### config.mk
export PLATFORM = sky130hd
export DESIGN_NAME = mips_cpu_mult_div
export DESIGN_NICKNAME = d
export VERILOG_FILES = /design/src/rtl/mips_cpu_mult_div.sv
export SDC_FILE = /design/constraint.sdc
export NUM_CORES = 1
export LEC_CHECK = 0
export BUFFER_PORTS_ARGS = -buffer_cell sky130_fd_sc_hd__buf_2
export CAP_MARGIN = 15
export CORE_ASPECT_RATIO = 0.7
export CORE_MARGIN = 1.5
export CORE_UTILIZATION = 35
export CTS_BUF_LIST = sky130_fd_sc_hd__clkbuf_8
export CTS_CLUSTER_SIZE = 30
export DETAILED_ROUTE_END_ITERATION = 8
export GPL_TIMING_DRIVEN = 1
export HOLD_SLACK_MARGIN = 0.06
export PLACE_DENSITY = 0.59
export SKIP_CTS_REPAIR_TIMING = 1
export SYNTH_ARGS = -nofsm -noshare
export SYNTH_HDL_FRONTEND = slang
export SYNTH_SLANG_ARGS = --single-unit
### constraint.sdc
create_clock -name clk -period 3.85 [get_ports clk]
set_clock_uncertainty 0.1 [all_clocks]
set_input_delay 0.385 -clock clk [delete_from_list [all_inputs] [get_ports clk]]
set_output_delay 0.385 -clock clk [all_outputs]
set_load 0.1 [all_outputs]
### src/rtl/mips_cpu_mult_div.sv
// rtl/mips_cpu_mult_div.sv - iterative MIPS multiply/divide unit with HI/LO registers
//
// Executes MULT, MULTU, DIV, DIVU (multi-cycle) and MTHI, MTLO, MFHI, MFLO
// (single-cycle) for the execute stage. The pipeline stalls on busy.
//
// Ports:
//   clk     in   1  clock, rising edge
//   rst_n   in   1  asynchronous active-low reset
//   start   in   1  issue request, sampled only while busy=0
//   op      in   3  011 MULT, 001 MULTU, 010 DIV, 000 DIVU,
//                   100 MTHI, 101 MTLO, 110 MFHI, 111 MFLO
//   a       in  32  rs operand (multiplicand / dividend / MTHI-MTLO source)
//   b       in  32  rt operand (multiplier / divisor)
//   busy    out  1  multiply or divide in flight
//   done    out  1  one-cycle pulse after HI/LO were written by mul/div
//   result  out 32  combinational MFHI/MFLO read port (0 for other ops)
//   hi      out 32  architectural HI
//   lo      out 32  architectural LO
//
// Build option: MIPS_CPU_MULT_DIV_FASTMUL_EN selects a single-cycle array
// multiply for MULT/MULTU; divides keep the 33-cycle iterative path.

module mips_cpu_mult_div (
  input  logic        clk,
  input  logic        rst_n,
  input  logic        start,
  input  logic [2:0]  op,
  input  logic [31:0] a,
  input  logic [31:0] b,
  output logic        busy,
  output logic        done,
  output logic [31:0] result,
  output logic [31:0] hi,
  output logic [31:0] lo
);

  localparam logic [2:0] OP_MTHI = 3'b100;
  localparam logic [2:0] OP_MTLO = 3'b101;
  localparam logic [2:0] OP_MFHI = 3'b110;
  localparam logic [2:0] OP_MFLO = 3'b111;

  typedef enum logic [1:0] {
    S_IDLE = 2'd0,
    S_CALC = 2'd1,
    S_FIX  = 2'd2
  } state_t;

  state_t      r_state;
  state_t      w_next;

  logic [63:0] r_acc;    // multiply: {partial product, multiplier}; divide: {remainder, quotient}
  logic [31:0] r_opnd;   // multiplicand magnitude or divisor magnitude
  logic [5:0]  r_cnt;
  logic        r_mul;
  logic        r_neg_a;  // operand signs, only ever set for signed ops
  logic        r_neg_b;
  logic        r_dz;     // divide by zero
  logic        r_done;
  logic [31:0] r_hi;
  logic [31:0] r_lo;

  // op[2]=0 selects the mul/div family; op[0] picks multiply, op[1] signed.
  logic        w_muldiv;
  logic        w_signed;
  logic [31:0] w_a_mag;
  logic [31:0] w_b_mag;

  assign w_muldiv = ~op[2];
  assign w_signed = op[1];
  assign w_a_mag  = (w_signed && a[31]) ? (~a + 32'd1) : a;
  assign w_b_mag  = (w_signed && b[31]) ? (~b + 32'd1) : b;

  // Shift-add multiply step: add the multiplicand into the upper half when
  // the current multiplier bit is set, then shift the whole accumulator right.
  // The 33-bit sum keeps the carry, which becomes the new top bit.
  logic [32:0] w_mul_sum;
  logic [63:0] w_mul_step;

  assign w_mul_sum  = {1'b0, r_acc[63:32]} + (r_acc[0] ? {1'b0, r_opnd} : 33'd0);
  assign w_mul_step = {w_mul_sum, r_acc[31:1]};

  // Restoring divide step: the trial remainder is the current remainder
  // shifted left with the next dividend bit, i.e. r_acc[63:31] (33 bits).
  // When it is >= divisor the difference always fits in 32 bits.
  logic        w_div_ge;
  logic [31:0] w_div_diff;
  logic [63:0] w_div_step;

  assign w_div_ge   = (r_acc[63:31] >= {1'b0, r_opnd});
  assign w_div_diff = r_acc[62:31] - r_opnd;
  assign w_div_step = w_div_ge ? {w_div_diff, r_acc[30:0], 1'b1}
                               : {r_acc[62:0], 1'b0};

`ifdef MIPS_CPU_MULT_DIV_FASTMUL_EN
  logic [63:0] w_fast_prod;
  assign w_fast_prod = 64'(w_a_mag) * 64'(w_b_mag);
`endif

  // Sign correction applied in FIX.
  logic        w_sign_diff;
  logic [63:0] w_prod_fix;
  logic [31:0] w_quot_fix;
  logic [31:0] w_rem_fix;

  assign w_sign_diff = r_neg_a ^ r_neg_b;
  assign w_prod_fix  = w_sign_diff ? (~r_acc + 64'd1) : r_acc;
  assign w_quot_fix  = w_sign_diff ? (~r_acc[31:0] + 32'd1) : r_acc[31:0];
  // Remainder follows the dividend; for a divide by zero this restores the
  // raw dividend, since the remainder magnitude is then |a|.
  assign w_rem_fix   = r_neg_a ? (~r_acc[63:32] + 32'd1) : r_acc[63:32];

  // State register
  always_ff @(posedge clk or negedge rst_n) begin
    if (!rst_n) begin
      r_state <= S_IDLE;
    end else begin
      r_state <= w_next;
    end
  end

  // Next-state logic
  always_comb begin
    w_next = r_state;
    case (r_state)
      S_IDLE: begin
        if (start && w_muldiv) begin
`ifdef MIPS_CPU_MULT_DIV_FASTMUL_EN
          w_next = op[0] ? S_FIX : S_CALC;
`else
          w_next = S_CALC;
`endif
        end
      end
      S_CALC: begin
        if (r_cnt == 6'd31) begin
          w_next = S_FIX;
        end
      end
      S_FIX: begin
        w_next = S_IDLE;
      end
      default: begin
        w_next = S_IDLE;
      end
    endcase
  end

  // Datapath and HI/LO
  always_ff @(posedge clk or negedge rst_n) begin
    if (!rst_n) begin
      r_acc   <= 64'd0;
      r_opnd  <= 32'd0;
      r_cnt   <= 6'd0;
      r_mul   <= 1'b0;
      r_neg_a <= 1'b0;
      r_neg_b <= 1'b0;
      r_dz    <= 1'b0;
      r_done  <= 1'b0;
      r_hi    <= 32'd0;
      r_lo    <= 32'd0;
    end else begin
      r_done <= (r_state == S_FIX);
      case (r_state)
        S_IDLE: begin
          if (start) begin
            if (op == OP_MTHI) begin
              r_hi <= a;
            end else if (op == OP_MTLO) begin
              r_lo <= a;
            end else if (w_muldiv) begin
              r_mul   <= op[0];
              r_neg_a <= w_signed & a[31];
              r_neg_b <= w_signed & b[31];
              r_dz    <= ~op[0] & (b == 32'd0);
              r_cnt   <= 6'd0;
              if (op[0]) begin
                r_opnd <= w_a_mag;
`ifdef MIPS_CPU_MULT_DIV_FASTMUL_EN
                r_acc  <= w_fast_prod;
`else
                r_acc  <= {32'd0, w_b_mag};
`endif
              end else begin
                r_opnd <= w_b_mag;
                r_acc  <= {32'd0, w_a_mag};
              end
            end
          end
        end
        S_CALC: begin
          r_acc <= r_mul ? w_mul_step : w_div_step;
          r_cnt <= r_cnt + 6'd1;
        end
        S_FIX: begin
          if (r_mul) begin
            r_hi <= w_prod_fix[63:32];
            r_lo <= w_prod_fix[31:0];
          end else begin
            r_hi <= w_rem_fix;
            r_lo <= r_dz ? 32'hFFFF_FFFF : w_quot_fix;
          end
        end
        default: begin
        end
      endcase
    end
  end

  assign busy   = (r_state != S_IDLE);
  assign done   = r_done;
  assign hi     = r_hi;
  assign lo     = r_lo;
  assign result = (op == OP_MFHI) ? r_hi :
                  (op == OP_MFLO) ? r_lo : 32'd0;

endmodule

==> out/metrics.csv <==
stage,metric,value,unit
run_status,status,completed,
sta,fmax,273,MHz
logic_synthesis,syn_inst,1983,
layout,layout_common_cells,"219 x a21oi_1, 214 x nor2_1, 208 x nand2_1, 171 x dfrtp_1, 135 x o21ai_0",
global_routing,antenna_found_initial,2,
layout,final_common_cell,a21oi_1,
worst_setup_path,slowest_delay,420,ps
clocking,clock-sinks,173,
placed_design,hpwl,49700,µm
worst_setup_path,worst-endpoint-required,4150,ps
sta,finalCritPeriodShare,95.3,%
worst_setup_path,cp_data_arrival_time,3970,ps
clocking,cts_tree,built,
clocking,cts_buffers,17,
sta,hold_slack,103,ps
sta,slew_headroom,28.0,%
sta,setup_ws,182,ps
sta,setup_viol,0,
floorplanning,ios,168,
detailed_routing,ant_nets,0,
logic_synthesis,synth_warnings,0,
logic_synthesis,ys_seq_area_share,28.3,%
worst_setup_path,crit_chain,inv_1 -> ha_1 -> inv_1 -> fa_1 -> a21oi_1 -> o21ai_1 -> a2111oi_0 -> buf_4 -> o41ai_2 -> a31oi_1 -> o31a_1 -> o21bai_1 -> xnor2_1 -> o21ai_1 -> a221o_1,
detailed_routing,drt_iter0_drc,1637,
placed_design,portBuffers,167,
placed_design,gp_congestion,0.989,
worst_hold_path,hp-class,in -> reg,
clocking,cts_max_level,4,
global_routing,grt_pass1_wl,93100,µm
sta,hold_viol_final,0,
layout,final_layout_size_suffix_gt1_share,16.2,%
worst_setup_path,crit_fanout,3,
worst_setup_path,cp-start-kind,flip-flop,
sta,tightest_slew,1080,ps
floorplanning,die_area,45000,µm²
sta,slew_viol_final,0,
floorplanning,placeableCoreArea,42700,µm²
worst_setup_path,crit_buf_inv,3,
detailed_routing,totalWireLength,62500,µm
clocking,clk_pin_slew_worst_paths,110,ps
logic_synthesis,synth_edf_count,0,
worst_setup_path,setup.worst_path.end_class,flip-flop,
floorplanning,std_cell_rows,63,
sta,fin_crit,3670,ps
clocking,root_buffer,clkbuf_8,
detailed_routing,drc,0,
global_routing,grt_pass1_vias,14200,
worst_setup_path,slowest_stage,a2111oi_0,
logic_synthesis,synthFlopType,dfrtp_1,
detailed_routing,avgViaCountPerCell,5.83,
floorplanning,die_w,253,µm
worst_setup_path,crit_type,reg -> reg,
logic_synthesis,avgSynthCellArea,7.71,µm²
global_routing,grt_max_degree,100,
floorplanning,die_h,178,µm
detailed_routing,firstDrtPassIters,5,
logic_synthesis,ys_seq_elements,173,
clocking,cts_max_path_buffers,2,
logic_synthesis,yosysUniqueCellTypes,81,
sta,grt_setup_unrepaired,no,
floorplanning,initial_utilization,35.8,%
layout,syn2layout_area_growth,17.8,%
detailed_routing,vias,15900,
layout,diodes,0,
worst_setup_path,crit_family,compound AO/OA/AOI/OAI gates,
layout,fillCellCount,4427,
global_routing,grt.overflow.total,0,
clocking,clock_latency,520,ps
logic_synthesis,synth_area,15300,µm²
logic_synthesis,synth_nets,2124,
global_routing,grt_usage,27.8,%
detailed_routing,wl_per_cell,22.9,µm
run,cap_violations,0,
logic_synthesis,synthArstFlopShare,100,%
layout,num-nets-final,2270,
placed_design,place_ws,19.6,ps
[per-layer routing]
metal,GRT usage [%],routed length [µm]
met1,44.6,30700
met2,36.0,23400
met3,7.54,7760
met4,4.99,593
met5,0,0
[through the flow]
step           cell area [µm²]  setup TNS [ps]  std cells  util (%)
2_1_floorplan            15300               0       1983         -
4_1_cts                  17900           -10.5       2719      42.0
6_report                 18000               0       2725      42.2
3_5_place_dp             17500               0       2689      41.1
3_3_place_gp             17500               0       2689      41.1
5_1_grt                  18000               0       2725      42.2
[logic make-up (layout without fill, tap and decap cells)]
logic type	after synthesis	in the layout	share of synthesized area (%)
AO/OA/AOI/OAI	659	659	26.3
AND/OR/NAND/NOR	627	627	19.1
buffers and inverters	198	355	4.99
XOR/XNOR	173	173	9.91
flip-flops	173	173	28.3
multiplexers	82	82	5.48
adder cells (fa/ha/maj)	71	71	5.91
[path summary, 6_finish.rpt]
check,endpoint,from,cells past startpoint,slack (ps)
min reg2reg,r_opnd[22],r_opnd[22],1,390
max reg2reg,r_acc[58],r_acc[31],15,180
min in group asynchronous,lo[13],rst_n,2,370
max in group asynchronous,r_acc[47],rst_n,3,2290
min,lo[21],a[21],3,100
max,r_acc[58],r_acc[31],15,180
[Yosys cell counts, types with 16 or more instances]
master / number / area [µm²]
o21ai_0: 135 / 676
a22o_1: 48 / 420
clkbuf_1: 104 / 390
nand2b_1: 18 / 113
o21ai_1: 58 / 290
mux2i_1: 68 / 681
xor2_1: 82 / 718
nor3_1: 41 / 205
a21oi_1: 219 / 1100
inv_1: 72 / 270
nor2_1: 214 / 803
nand4_1: 16 / 100
nand2_1: 209 / 785
o22ai_1: 34 / 213
nand3_1: 22 / 110
dfrtp_1: 173 / 4330
a31oi_1: 20 / 125
a21o_1: 30 / 225
ha_1: 69 / 863
xnor2_1: 91 / 797
a211oi_1: 23 / 173
[worst register-to-register path, cell delays in order (launching register included)]
cell	delay, ps
dfrtp_1	390
inv_1	60
ha_1	170
inv_1	60
fa_1	400
a21oi_1	200
o21ai_1	120
a2111oi_0	420
buf_4	200
o41ai_2	100
a31oi_1	350
o31a_1	330
o21bai_1	120
xnor2_1	150
o21ai_1	70
a221o_1	320
[layout make-up]
type                       count  area, µm²  area share [%]
clock buffer                  17        234            1.30
tap                          585        732            4.06
timing repair inverter         1       5.00          0.0278
multi-input combinational   1612      10300            57.0
sequential                   173       4330            24.1
timing repair buffer         251       2000            11.1
inverter                      73        278            1.54
clock inverter                13        165           0.917
[registers in the layout, summed over array words and instances, names as in the netlist]
| register | count |
|---|---|
| r_cnt | 6 |
| done | 1 |
| r_neg_b | 1 |
| r_dz | 1 |
| r_acc | 64 |
| hi | 32 |
| r_opnd | 32 |
| r_state | 2 |
| r_mul | 1 |
| lo | 32 |
| r_neg_a | 1 |
Power is left out: the tool's default activity adds up to more than one toggle a clock period on the data nets, which glitch-free logic cannot reach.
